<file path="config.mk">
export PLATFORM = sky130hd
export DESIGN_NAME = boot_rom_fetch_flat
export DESIGN_NICKNAME = d
export VERILOG_FILES = /design/src/rtl/boot_rom_fetch_if.sv /design/src/rtl/boot_rom_fetch.sv /design/src/flat_wrapper.sv
export SDC_FILE = /design/constraint.sdc
export NUM_CORES = 1
export LEC_CHECK = 0
export ABC_AREA = 0
export BUFFER_PORTS_ARGS = -buffer_cell sky130_fd_sc_hd__buf_2
export CAP_MARGIN = 20
export CORE_MARGIN = 2
export CORE_UTILIZATION = 55
export CTS_BUF_LIST = sky130_fd_sc_hd__clkbuf_8
export CTS_CLUSTER_DIAMETER = 200
export DETAILED_ROUTE_END_ITERATION = 12
export HOLD_SLACK_MARGIN = 0.05
export PLACE_DENSITY = 0.82
export REMOVE_ABC_BUFFERS = 1
export SLEW_MARGIN = 40
export SYNTH_ARGS = -nofsm -noshare
export SYNTH_HDL_FRONTEND = slang
export SYNTH_SLANG_ARGS = --single-unit
</file>
<file path="constraint.sdc">
create_clock -name clk -period 4.5 [get_ports clk]
set_input_delay 0.225 -clock clk [delete_from_list [all_inputs] [get_ports clk]]
set_output_delay 0.225 -clock clk [all_outputs]
set_load 0.01 [all_outputs]
</file>
<file path="src/rtl/boot_rom_fetch_if.sv">
// CPU instruction-port channel for the boot ROM fetch front end.
// Request: valid/ready with byte address, plus a redirect flush.
// Response: valid/ready with instruction word and fault flag.
interface boot_rom_fetch_if;
    logic        req_valid;
    logic        req_ready;
    logic [31:0] req_addr;
    logic        flush;
    logic        rsp_valid;
    logic        rsp_ready;
    logic [31:0] rsp_data;
    logic        rsp_err;

    // CPU side drives requests and consumes responses
    modport master (
        output req_valid, req_addr, flush, rsp_ready,
        input  req_ready, rsp_valid, rsp_data, rsp_err
    );

    // Fetch unit side accepts requests and produces responses
    modport slave (
        input  req_valid, req_addr, flush, rsp_ready,
        output req_ready, rsp_valid, rsp_data, rsp_err
    );
endinterface

</file>
<file path="src/rtl/boot_rom_fetch.sv">
// Purpose: boot pROM fetch front end; drives ROM pins, tracks read latency, queues responses in order.
// Latency: accept at edge E0, response visible in the cycle after E2 (2 cycles into an empty FIFO).
// Backpressure: at most FIFO_DEPTH fetches outstanding; req_ready drops when the limit is reached or during flush.
module boot_rom_fetch #(
    parameter logic [31:0] BASE_ADDR  = 32'h0000_0000,
    parameter int          ADDR_WIDTH = 10,
    parameter int          FIFO_DEPTH = 4
) (
    input  logic                  clk,
    input  logic                  reset,
    boot_rom_fetch_if.slave       cpu,
    output logic [ADDR_WIDTH-1:0] rom_ad,
    output logic                  rom_ce,
    output logic                  rom_oce,
    output logic                  rom_reset,
    input  logic [31:0]           rom_dout
);

    localparam int               PTR_W     = $clog2(FIFO_DEPTH);
    localparam int               CNT_W     = PTR_W + 1;
    localparam logic [CNT_W-1:0] DEPTH_C   = CNT_W'(FIFO_DEPTH);
    localparam logic [32:0]      ROM_BYTES = 33'd4 << ADDR_WIDTH;

    typedef struct packed {
        logic        err;
        logic [31:0] dat;
    } rsp_t;

    logic [32:0]      off_ext;
    logic             fault;
    logic             accept;
    logic             push;
    logic             pop;
    rsp_t             push_ent;

    logic [CNT_W-1:0] outst_q,  outst_d;
    logic [CNT_W-1:0] cnt_q,    cnt_d;
    logic [PTR_W-1:0] wr_ptr_q, wr_ptr_d;
    logic [PTR_W-1:0] rd_ptr_q, rd_ptr_d;
    logic             s1_vld_q, s1_err_q;
    logic             s2_vld_q, s2_err_q;
    rsp_t             mem_q [FIFO_DEPTH];

    // Offset from ROM base with a borrow bit: an address below the base
    // wraps to a value with bit 32 set, so one compare covers both bounds.
    assign off_ext = {1'b0, cpu.req_addr} - {1'b0, BASE_ADDR};
    assign fault   = (cpu.req_addr[1:0] != 2'b00) | (off_ext >= ROM_BYTES);

    // Request side: the ready term only looks at registered state and flush,
    // so it never depends combinationally on rsp_ready.
    assign cpu.req_ready = (outst_q < DEPTH_C) & ~cpu.flush;
    assign accept        = cpu.req_valid & cpu.req_ready;

    // ROM pins: faulting fetches still occupy a pipeline slot but never clock the ROM
    assign rom_ad    = off_ext[ADDR_WIDTH+1:2];
    assign rom_ce    = accept & ~fault;
    assign rom_oce   = 1'b1;
    assign rom_reset = reset;

    // Response side: head of the FIFO straight from registers
    assign cpu.rsp_valid = (cnt_q != '0);
    assign cpu.rsp_data  = mem_q[rd_ptr_q].dat;
    assign cpu.rsp_err   = mem_q[rd_ptr_q].err;

    assign pop          = cpu.rsp_valid & cpu.rsp_ready & ~cpu.flush;
    assign push         = s2_vld_q & ~cpu.flush;
    assign push_ent.err = s2_err_q;
    assign push_ent.dat = s2_err_q ? 32'h0 : rom_dout;

    // Next-state for the outstanding counter and FIFO pointers/count
    always_comb begin
        outst_d  = outst_q;
        cnt_d    = cnt_q;
        wr_ptr_d = wr_ptr_q;
        rd_ptr_d = rd_ptr_q;
        if (cpu.flush) begin
            outst_d  = '0;
            cnt_d    = '0;
            wr_ptr_d = '0;
            rd_ptr_d = '0;
        end else begin
            unique case ({accept, pop})
                2'b10:   outst_d = outst_q + 1'b1;
                2'b01:   outst_d = outst_q - 1'b1;
                default: outst_d = outst_q;
            endcase
            unique case ({push, pop})
                2'b10:   cnt_d = cnt_q + 1'b1;
                2'b01:   cnt_d = cnt_q - 1'b1;
                default: cnt_d = cnt_q;
            endcase
            if (push) wr_ptr_d = wr_ptr_q + 1'b1;
            if (pop)  rd_ptr_d = rd_ptr_q + 1'b1;
        end
    end

    // Counter and pointer registers
    always_ff @(posedge clk or posedge reset) begin
        if (reset) begin
            outst_q  <= '0;
            cnt_q    <= '0;
            wr_ptr_q <= '0;
            rd_ptr_q <= '0;
        end else begin
            outst_q  <= outst_d;
            cnt_q    <= cnt_d;
            wr_ptr_q <= wr_ptr_d;
            rd_ptr_q <= rd_ptr_d;
        end
    end

    // Two-stage {valid, err} shift register mirroring the ROM read pipeline
    always_ff @(posedge clk or posedge reset) begin
        if (reset) begin
            s1_vld_q <= 1'b0;
            s1_err_q <= 1'b0;
            s2_vld_q <= 1'b0;
            s2_err_q <= 1'b0;
        end else begin
            s1_vld_q <= accept;
            s1_err_q <= fault;
            s2_vld_q <= s1_vld_q & ~cpu.flush;
            s2_err_q <= s1_err_q;
        end
    end

    // Response storage; cleared on reset so the head reads 0 out of reset
    always_ff @(posedge clk or posedge reset) begin
        if (reset) begin
            for (int i = 0; i < FIFO_DEPTH; i++) mem_q[i] <= '0;
        end else if (push) begin
            mem_q[wr_ptr_q] <= push_ent;
        end
    end

endmodule
</file>
<file path="src/flat_wrapper.sv">
// flat-port wrapper written by rule: the top's interface ports become plain ports
module boot_rom_fetch_flat 
#(
    parameter logic [31:0] BASE_ADDR  = 32'h0000_0000,
    parameter int          ADDR_WIDTH = 10,
    parameter int          FIFO_DEPTH = 4
)
  (clk, reset, rom_ad, rom_ce, rom_oce, rom_reset, rom_dout, cpu_req_valid, cpu_req_addr, cpu_flush, cpu_rsp_ready, cpu_req_ready, cpu_rsp_valid, cpu_rsp_data, cpu_rsp_err);
  boot_rom_fetch_if cpu_i ();
  input  logic clk;
  input  logic reset;
  output logic [ADDR_WIDTH-1:0] rom_ad;
  output logic rom_ce;
  output logic rom_oce;
  output logic rom_reset;
  input  logic [31:0] rom_dout;
  input wire logic [$bits(cpu_i.req_valid)-1:0] cpu_req_valid;
  input wire logic [$bits(cpu_i.req_addr)-1:0] cpu_req_addr;
  input wire logic [$bits(cpu_i.flush)-1:0] cpu_flush;
  input wire logic [$bits(cpu_i.rsp_ready)-1:0] cpu_rsp_ready;
  output wire logic [$bits(cpu_i.req_ready)-1:0] cpu_req_ready;
  output wire logic [$bits(cpu_i.rsp_valid)-1:0] cpu_rsp_valid;
  output wire logic [$bits(cpu_i.rsp_data)-1:0] cpu_rsp_data;
  output wire logic [$bits(cpu_i.rsp_err)-1:0] cpu_rsp_err;
  assign cpu_i.req_valid = cpu_req_valid;
  assign cpu_i.req_addr = cpu_req_addr;
  assign cpu_i.flush = cpu_flush;
  assign cpu_i.rsp_ready = cpu_rsp_ready;
  assign cpu_req_ready = cpu_i.req_ready;
  assign cpu_rsp_valid = cpu_i.rsp_valid;
  assign cpu_rsp_data = cpu_i.rsp_data;
  assign cpu_rsp_err = cpu_i.rsp_err;
  boot_rom_fetch #(.BASE_ADDR(BASE_ADDR), .ADDR_WIDTH(ADDR_WIDTH), .FIFO_DEPTH(FIFO_DEPTH)) u_core (.clk(clk), .reset(reset), .cpu(cpu_i), .rom_ad(rom_ad), .rom_ce(rom_ce), .rom_oce(rom_oce), .rom_reset(rom_reset), .rom_dout(rom_dout));
endmodule
</file>
==> impl_metrics.ini, run 1 <==
[worst_hold_path]
hold_class = in -> reg

[clock_network]
cts_buffers = 17
clk_pin_slew_ns = 0.08
clockBufferDepth = 2
cts_root_buf = clkbuf_8
cts_tree = built
clk-insertion-delay-late_ns = 0.46
htree_levels = 4
cts_sinks = 146

[final_layout]
fillCellCount = 903
syn2layout_area_growth_pct = 12.8
fin_util_pct = 63.8
drive_above_1_share_pct = 26.2
regArea_mm2 = 0.00366
multi_input_area_mm2 = 0.00256
antennaDiodeCount = 0
nets = 729

[synthesis]
yosys.area.top_type = dfrtp_1
async_flop_share_pct = 100
synthTopCellsByCount = dfrtp_1 (146), nand2_1 (133), o21ai_0 (130), mux4_2 (33), nand2b_1 (32)
synth.most_common_cell = dfrtp_1
synth.distinct_cells = 32
netlist_area_mm2 = 0.00649
synthCells = 587
yosysTopAreaCellShare_pct = 56.3
synthFlopType = dfrtp_1
synth-seq-cells = 146
synth_edf_count = 0
ys_warn_count = 0
syn_area_per_cell_um2 = 11.1
synth.area.top_cells = dfrtp_1 (56%), mux4_2 (11%), o21ai_0 (10%), nand2_1 (7.7%), nand2b_1 (3.1%)
ys_seq_area_share_pct = 56.3

[critical_path]
crit_arrival_ns = 2.40
worstSetupPathType = reg -> out
endpoint_kind = output pin
cp_data_required_time_ns = 4.28
startpoint_type = register
crit_path_max_fanout = 20

[timing]
worst_pin_slew_ns = 0.699
setup_violations = 0
timing.final.crit_share_pct = 58.4
whs_ns = 0.0933
finalHoldViolations = 0
fin_ws_ns = 1.87
max-slew-margin-rel_pct = 53.4
tns_ns = 0
slew_viol_final = 0
fin_skew_ns = 0.0115
rsz0062_at_grt = no
fmax_ghz = 0.381
period_needed_ns = 2.63

[placement]
place_ws_ns = 2.31
gp_congestion = 0.733
io_buffers = 95
post-dp-hpwl_um = 8530

[route]
antenna_left = 0
first_iter_violations = 254
vias = 4489
viasPerCell = 5.54
routed_wirelength_um = 13400
drcViolationCount = 0
wl_per_cell_um = 16.5
first_pass_iters = 4

[grt]
antenna_found_initial = 0
grt_max_degree = 103
grt_pass1_wl_um = 22100
grt.total_usage_pct = 22.4
grt-ovfl-total = 0
grt_pass1_vias = 4567

[floorplan]
die_w_um = 113
start_util_pct = 56.6
io_pins = 117
num_rows = 39
core_mm2 = 0.0115
die_h_um = 113
die_area_mm2 = 0.0127

[pwr]
p_leak_nw = 3.35
p_per_area_mw_per_mm2 = 334
power.total_mw = 2.45
vdd_drop_max_uv = 240

[run_status]
outcome = completed

[job]
drv_cap = 0
registers in the layout (all words and copies together) (netlist names):
register	cells
u_core.mem_q	132
u_core.s2_vld_q	1
u_core.cnt_q	3
u_core.wr_ptr_q	2
u_core.outst_q	3
u_core.s2_err_q	1
u_core.s1_vld_q	1
u_core.s1_err_q	1
u_core.rd_ptr_q	2
cells in the final DEF, fill, tap and decap left out, types with 2 or more instances in the layout:
cell	count
o21ai_0	130
fa_1	2
nor2_1	11
buf_2	95
nor3_1	5
dfrtp_1	143
ha_1	4
mux2_2	4
xnor2_1	7
clkbuf_8	18
clkinv_4	4
mux4_2	33
nand2_4	4
dfrtp_2	2
clkinvlp_4	2
nor4_1	5
nand2_1	129
clkinv_2	4
nand2b_1	32
mux2i_1	3
dlygate4sd3_1	4
a211oi_1	2
inv_1	5
buf_4	2
worst max-delay path: stages, from the launching register on:
cell and delay (ns):
dfrtp_2 0.71, buf_4 0.47, mux4_2 0.59, buf_2 0.16
report_power, final:
group	internal (mW)	switching, mW
registers	1.32	0.0261
clock network	0.447	0.496
logic	0.0705	0.0828
area by class of cell:
type | count | area share (%)
Clock inverter | 14 | 1.59
Timing Repair Buffer | 101 | 7.25
Sequential cell | 146 | 50.0
Clock buffer | 18 | 3.38
Multi-Input combinational cell | 384 | 35.0
Tap cell | 143 | 2.44
Inverter | 4 | 0.308
final timing paths:
kind,startpoint,endpoint,slack [ns],depth (start not counted)
worst max-delay path,u_core.rd_ptr_q[0],cpu_rsp_data[7],1.87,3
worst min-delay path,rom_dout[12],u_core.mem_q[78],0.09,3
worst max register to register,u_core.cnt_q[0],u_core.cnt_q[2],2.38,6
worst min register to register,u_core.s1_err_q,u_core.s2_err_q,0.36,0
max in group asynchronous,reset,u_core.mem_q[99],2.99,4
min in group asynchronous,reset,u_core.s1_err_q,0.43,3
metrics by stage:
step / instances / instance area (um^2)
finish: 810 / 7320
global route: 810 / 7320
CTS: 810 / 7320
detailed placement: 774 / 6920
global placement: 774 / 6890
floorplan: 534 / 6200
logic make-up (layout without fill, tap and decap cells):
group                      Yosys count  in the layout  synth area share (%)
AOI/OAI and AO/OA                  135            135                  10.8
xor gates and xnor gates             8              8                  1.08
adders and majority gates            6              6                  1.39
buffers and inverters               57            137                  4.61
DFF                                146            146                  56.3
muxes                               40             40                  12.6
other                                1              1                0.0578
and+or+nand+nor                    194            194                  13.2
metal layers:
metal  track usage [%]  up-vias  wire length (um)
met5                 0        -                 0
met4              5.53        0               124
met1              30.3     2213              5730
met3              7.07        9               854
met2              35.8      137              6670
li1                  -     2130                 -
what timing repair did:
item	CTS	global route
hold buffers	4	0
setup buffers	0	0
gates resized for setup	0	0
endpoints found under the hold margin	102	0
No activity file was read; power rests on OpenSTA's default activity.
==> run 2: changes to the inputs <==
CORE_UTILIZATION = 52   (was 55)
PLACE_DENSITY = 0.81   (was 0.82)
clock period = 2.13 ns   (was 4.5 ns; I/O delays follow)
==> impl_metrics.ini, run 2 (synthesis gave the netlist of run 1 again) <==
[final_layout]
largest_reg_flops = 132
fin_util_pct = 65.9
stdcell_area_mm2 = 0.00798
antennaDiodeCount = 0
nets = 781
syn2layout_area_growth_pct = 23.0
final_cell_mix = dfrtp_1 (144), o21ai_0 (130), nand2_1 (129)
drive_above_1_share_pct = 27.0
regMostFlops = u_core.mem_q
final_common_cell = dfrtp_1
fillCellCount = 930
biggestRegsByFlops = u_core.mem_q x132, u_core.cnt_q x3, u_core.outst_q x3

[critical_path]
cp_data_required_time_ns = 2.02
critPathSlowestCell = dfrtp_2
slowest_delay_ns = 0.55
crit_path_max_fanout = 21
endpoint_kind = output pin
path_buf_inv = 2
crit_arrival_ns = 1.93
crit_chain = buf_12 -> mux4_2 -> buf_2
critPathTopFamily = flip-flops
startpoint_type = register
worstSetupPathType = reg -> out

[run_status]
outcome = completed

[timing]
rsz0062_at_grt = no
period_needed_ns = 2.03
fmax_ghz = 0.492
worst_pin_slew_ns = 0.524
max-slew-margin-rel_pct = 65.1
timing.final.crit_share_pct = 95.4
finalHoldViolations = 0
fin_ws_ns = 0.0978
setup_violations = 0
slew_viol_final = 0
fin_skew_ns = 0.0104

[worst_hold_path]
hold_class = in -> reg

[route]
maxUsedRoutingLayer = met4
m1WireLength_um = 6290
routed-wl-met3_um = 613
vias = 4742
antenna_left = 0
met2_length_um = 7260
routed_wirelength_um = 14300
drcViolationCount = 0
first_pass_iters = 4
wl_per_cell_um = 16.2
first_iter_violations = 313
viasPerCell = 5.35

[pwr]
p_leak_nw = 3.59
p_int_mw = 4.67
seq_power_share_pct = 47.5
vdd_drop_max_uv = 435
p_switching_mw = 1.29
swShare_pct = 21.7
power.total_mw = 5.96
p_per_area_mw_per_mm2 = 747
clockPowerShare_pct = 45.5
p_comb_share_pct = 7.0

[floorplan]
core_mm2 = 0.0121
io_pins = 117
die_w_um = 116
die_h_um = 116
die_area_mm2 = 0.0134
num_rows = 40
start_util_pct = 53.6

[grt]
grt_pass1_vias = 4814
grt_max_degree = 60
antenna_found_initial = 0
grt-ovfl-total = 0
grt_pass1_wl_um = 23500
grt.total_usage_pct = 22.9

[clock_network]
clk-insertion-delay-late_ns = 0.45
cts_buffers = 17
cts_sinks = 146
htree_levels = 4
cts_tree = built
clk_pin_slew_ns = 0.08
cts_root_buf = clkbuf_8
clockBufferDepth = 2

[placement]
post-dp-hpwl_um = 9220
io_buffers = 95
place_area_mm2 = 0.00707
place_ws_ns = 0.123
gp_congestion = 0.818

[job]
drv_cap = 0
-- run 2: changes by cell type in the layout (fill, tap and decap cells not counted), sizes merged --
cell         change
buf             +18
bufinv           +6
clkinv           -4
dlygate4sd3     +34
inv              -2
-- run 2: area by class of cell --
class                           instances  area [um^2]  share of cell area, %
Inverter                                4         20.0                  0.251
Tap cell                              168          210                   2.64
Multi-Input combinational cell        384         2550                   31.9
Timing Repair Buffer                  153         1030                   13.0
Clock inverter                         14          260                   3.26
Clock buffer                           18          248                   3.11
Sequential cell                       146         3660                   45.8
-- run 2: timing repair --
item / 4_1_cts / 5_1_grt
endpoints found under the setup margin: 0 / 3
setup buffers: 0 / 1
endpoints found under the hold margin: 194 / 0
hold buffers: 38 / 0
gates resized for setup: 0 / 2
-- run 2: layer usage --
metal  vias up  global-route usage [%]
li1       2235                       -
met1      2341                    29.9
met2       153                    37.3
met3        13                    5.91
met4         0                    8.89
met5         -                       0
-- run 2: stage by stage --
step | std cells | hold slack (ns) | TNS (ns)
5_1_grt | 887 | 0.124 | 0
4_1_cts | 886 | 0.0733 | 0
3_3_place_gp | 816 | 0.190 | 0
2_1_floorplan | 534 | 0.172 | -277.75
3_5_place_dp | 816 | 0.208 | 0
6_report | 887 | 0.130 | 0
-- run 2: tightest hold or removal path: stages --
cell      delay [ns]
buf_2           0.15
o31ai_4         0.07
buf_4           0.13
a211oi_1        0.07
-- run 2: power by group through the flow --
| stage | sequential [mW] | clock, mW | combinational (mW) |
|---|---|---|---|
| after floorplan | 2.91 | 0 | 0.184 |
| after global placement | 2.88 | 0 | 0.359 |
| after detailed placement | 2.88 | 0 | 0.370 |
| after CTS | 2.83 | 2.75 | 0.423 |
| after global routing | 2.83 | 2.86 | 0.469 |
| final | 2.83 | 2.71 | 0.420 |
-- run 2: final timing paths --
kind | startpoint | endpoint | slack [ns] | cells past startpoint
worst max-delay path | u_core.rd_ptr_q[1] | cpu_rsp_data[30] | 0.1 | 3
worst min-delay path | cpu_rsp_ready | u_core.outst_q[2] | 0.13 | 4
worst max register to register | u_core.cnt_q[2] | u_core.outst_q[2] | 0.18 | 7
worst min register to register | u_core.s1_err_q | u_core.s2_err_q | 0.36 | 0
max in group asynchronous | reset | u_core.mem_q[113] | 1.17 | 4
min in group asynchronous | reset | u_core.mem_q[112] | 0.27 | 3
==> run 3: changes to the inputs <==
GPL_TIMING_DRIVEN = 0   (was default)
==> impl_metrics.ini, run 3 (synthesis gave the netlist of run 1 again) <==
[grt]
grt_pass1_wl_um = 23400
grt.total_usage_pct = 22.7
grt_max_degree = 78
antenna_found_initial = 0
grt_pass1_vias = 4854
grt-ovfl-total = 0

[placement]
gp_congestion = 0.732
dp_cells = 804
post-dp-hpwl_um = 8820
io_buffers = 95

[timing]
fin_skew_ns = 0.00713
fmax_ghz = 0.503
max-slew-margin-rel_pct = 56.9
finalHoldViolations = 0
slew_viol_final = 0
setup_violations = 0
period_needed_ns = 1.99
tns_ns = 0
worst_pin_slew_ns = 0.647
whs_ns = 0.213
timing.final.crit_share_pct = 93.3
rsz0062_at_grt = no

[critical_path]
crit_chain = o31ai_4 -> buf_4 -> nor3_1 -> fa_1 -> nor3_1 -> a211oi_1 -> a211oi_1
cp_data_required_time_ns = 2.48
crit_path_max_fanout = 5
slowest_delay_ns = 0.46
worstSetupPathType = reg -> reg
crit_arrival_ns = 2.34
startpoint_type = register
endpoint_kind = register
critPathSlowestCell = dfrtp_1

[pwr]
vdd_drop_max_uv = 376
p_per_area_mw_per_mm2 = 690
power.total_mw = 5.48
p_leak_nw = 3.61

[floorplan]
die_area_mm2 = 0.0134
start_util_pct = 53.6
io_pins = 117
die_w_um = 116
die_h_um = 116
core_mm2 = 0.0121
num_rows = 40

[clock_network]
cts_tree = built
clockBufferDepth = 2
cts_root_buf = clkbuf_8
htree_levels = 4
cts_resized = 0
cts_buffers = 17
clk-insertion-delay-late_ns = 0.44
clk_pin_slew_ns = 0.08
cts_sinks = 146

[final_layout]
biggestRegsByFlops = u_core.mem_q x132, u_core.cnt_q x3, u_core.outst_q x3
syn2layout_area_growth_pct = 22.5
antennaDiodeCount = 0
final_cell_mix = dfrtp_1 (143), o21ai_0 (130), nand2_1 (129)
fin_cells = 881
nets = 775
largest_reg_flops = 132
final_common_cell = dfrtp_1
drive_above_1_share_pct = 26.2
regMostFlops = u_core.mem_q

[route]
viasPerCell = 5.34
routed_wirelength_um = 13900
first_iter_violations = 296
drcViolationCount = 0
wl_per_cell_um = 15.8
antenna_left = 0
vias = 4707
first_pass_iters = 5

[job]
drv_cap = 0

[run_status]
outcome = completed

[worst_hold_path]
hold_class = in -> out
==> run 3: cell count changes in the layout (fill, tap and decap cells not counted), sizes merged <==
cell and delta:
inv +1, buf -7, clkinv +3, bufinv -4
dlygate4sd3 +1
==> run 3: repair_timing <==
action,4_1_cts,5_1_grt
pin swaps,0,1
setup endpoints to repair,17,2
hold buffers,39,0
setup buffers,2,4
endpoints found under the hold margin,217,0
==> run 3: path summary, 6_finish.rpt <==
path | slack (ns) | startpoint | cells after the start | end
hold reg to reg | 0.35 | u_core.s1_err_q | 0 | u_core.s2_err_q
setup reg to reg | 0.14 | u_core.cnt_q[1] | 7 | u_core.outst_q[2]
setup / recovery | 0.14 | u_core.cnt_q[1] | 7 | u_core.outst_q[2]
max in group asynchronous | 1.12 | reset | 4 | u_core.mem_q[47]
hold / removal | 0.21 | cpu_req_addr[3] | 0 | rom_ad[1]
min in group asynchronous | 0.28 | reset | 3 | u_core.mem_q[35]
==> run 3: layout make-up <==
type                            count  area, um^2
Timing Repair Buffer              147        1070
Tap cell                          168         210
Multi-Input combinational cell    384        2560
Fill cell                         941        4170
Sequential cell                   146        3660
Inverter                            4        22.5
Clock inverter                     14         164
Clock buffer                       18         248
==> run 3: per-layer routing <==
metal	share of wire, %	global-route usage, %
met2	52	38.3
met1	42	29.5
met4	1.3	7.62
met5	0	0
met3	5.0	5.13
==> run 3: worst max-delay path: cells and delay by family (launching register included) <==
| family | cells | cell delay (ns) |
|---|---|---|
| AOI/OAI and AO/OA | 3 | 0.60 |
| DFF | 1 | 0.46 |
| adders and majority gates | 1 | 0.43 |
| and+or+nand+nor | 2 | 0.22 |
| buffers and inverters | 1 | 0.18 |
==> run 3: report_power, final <==
part           total, mW  switching [mW]  internal (mW)
registers           2.83          0.0321           2.80
logic              0.441           0.219          0.222
clock network       2.21            1.02           1.18
total               5.48            1.27           4.21
==> run 3: through the flow <==
step / utilization [%] / area, um^2 / setup WS (ns)
finish: 65.6 / 7950 / 0.142
global route: 65.6 / 7950 / 0.00701
CTS: 65.4 / 7920 / 0.0311
detailed placement: 58.6 / 7100 / 0.0425
global placement: 56.9 / 6890 / -3.00
floorplan: - / 6200 / -1.90
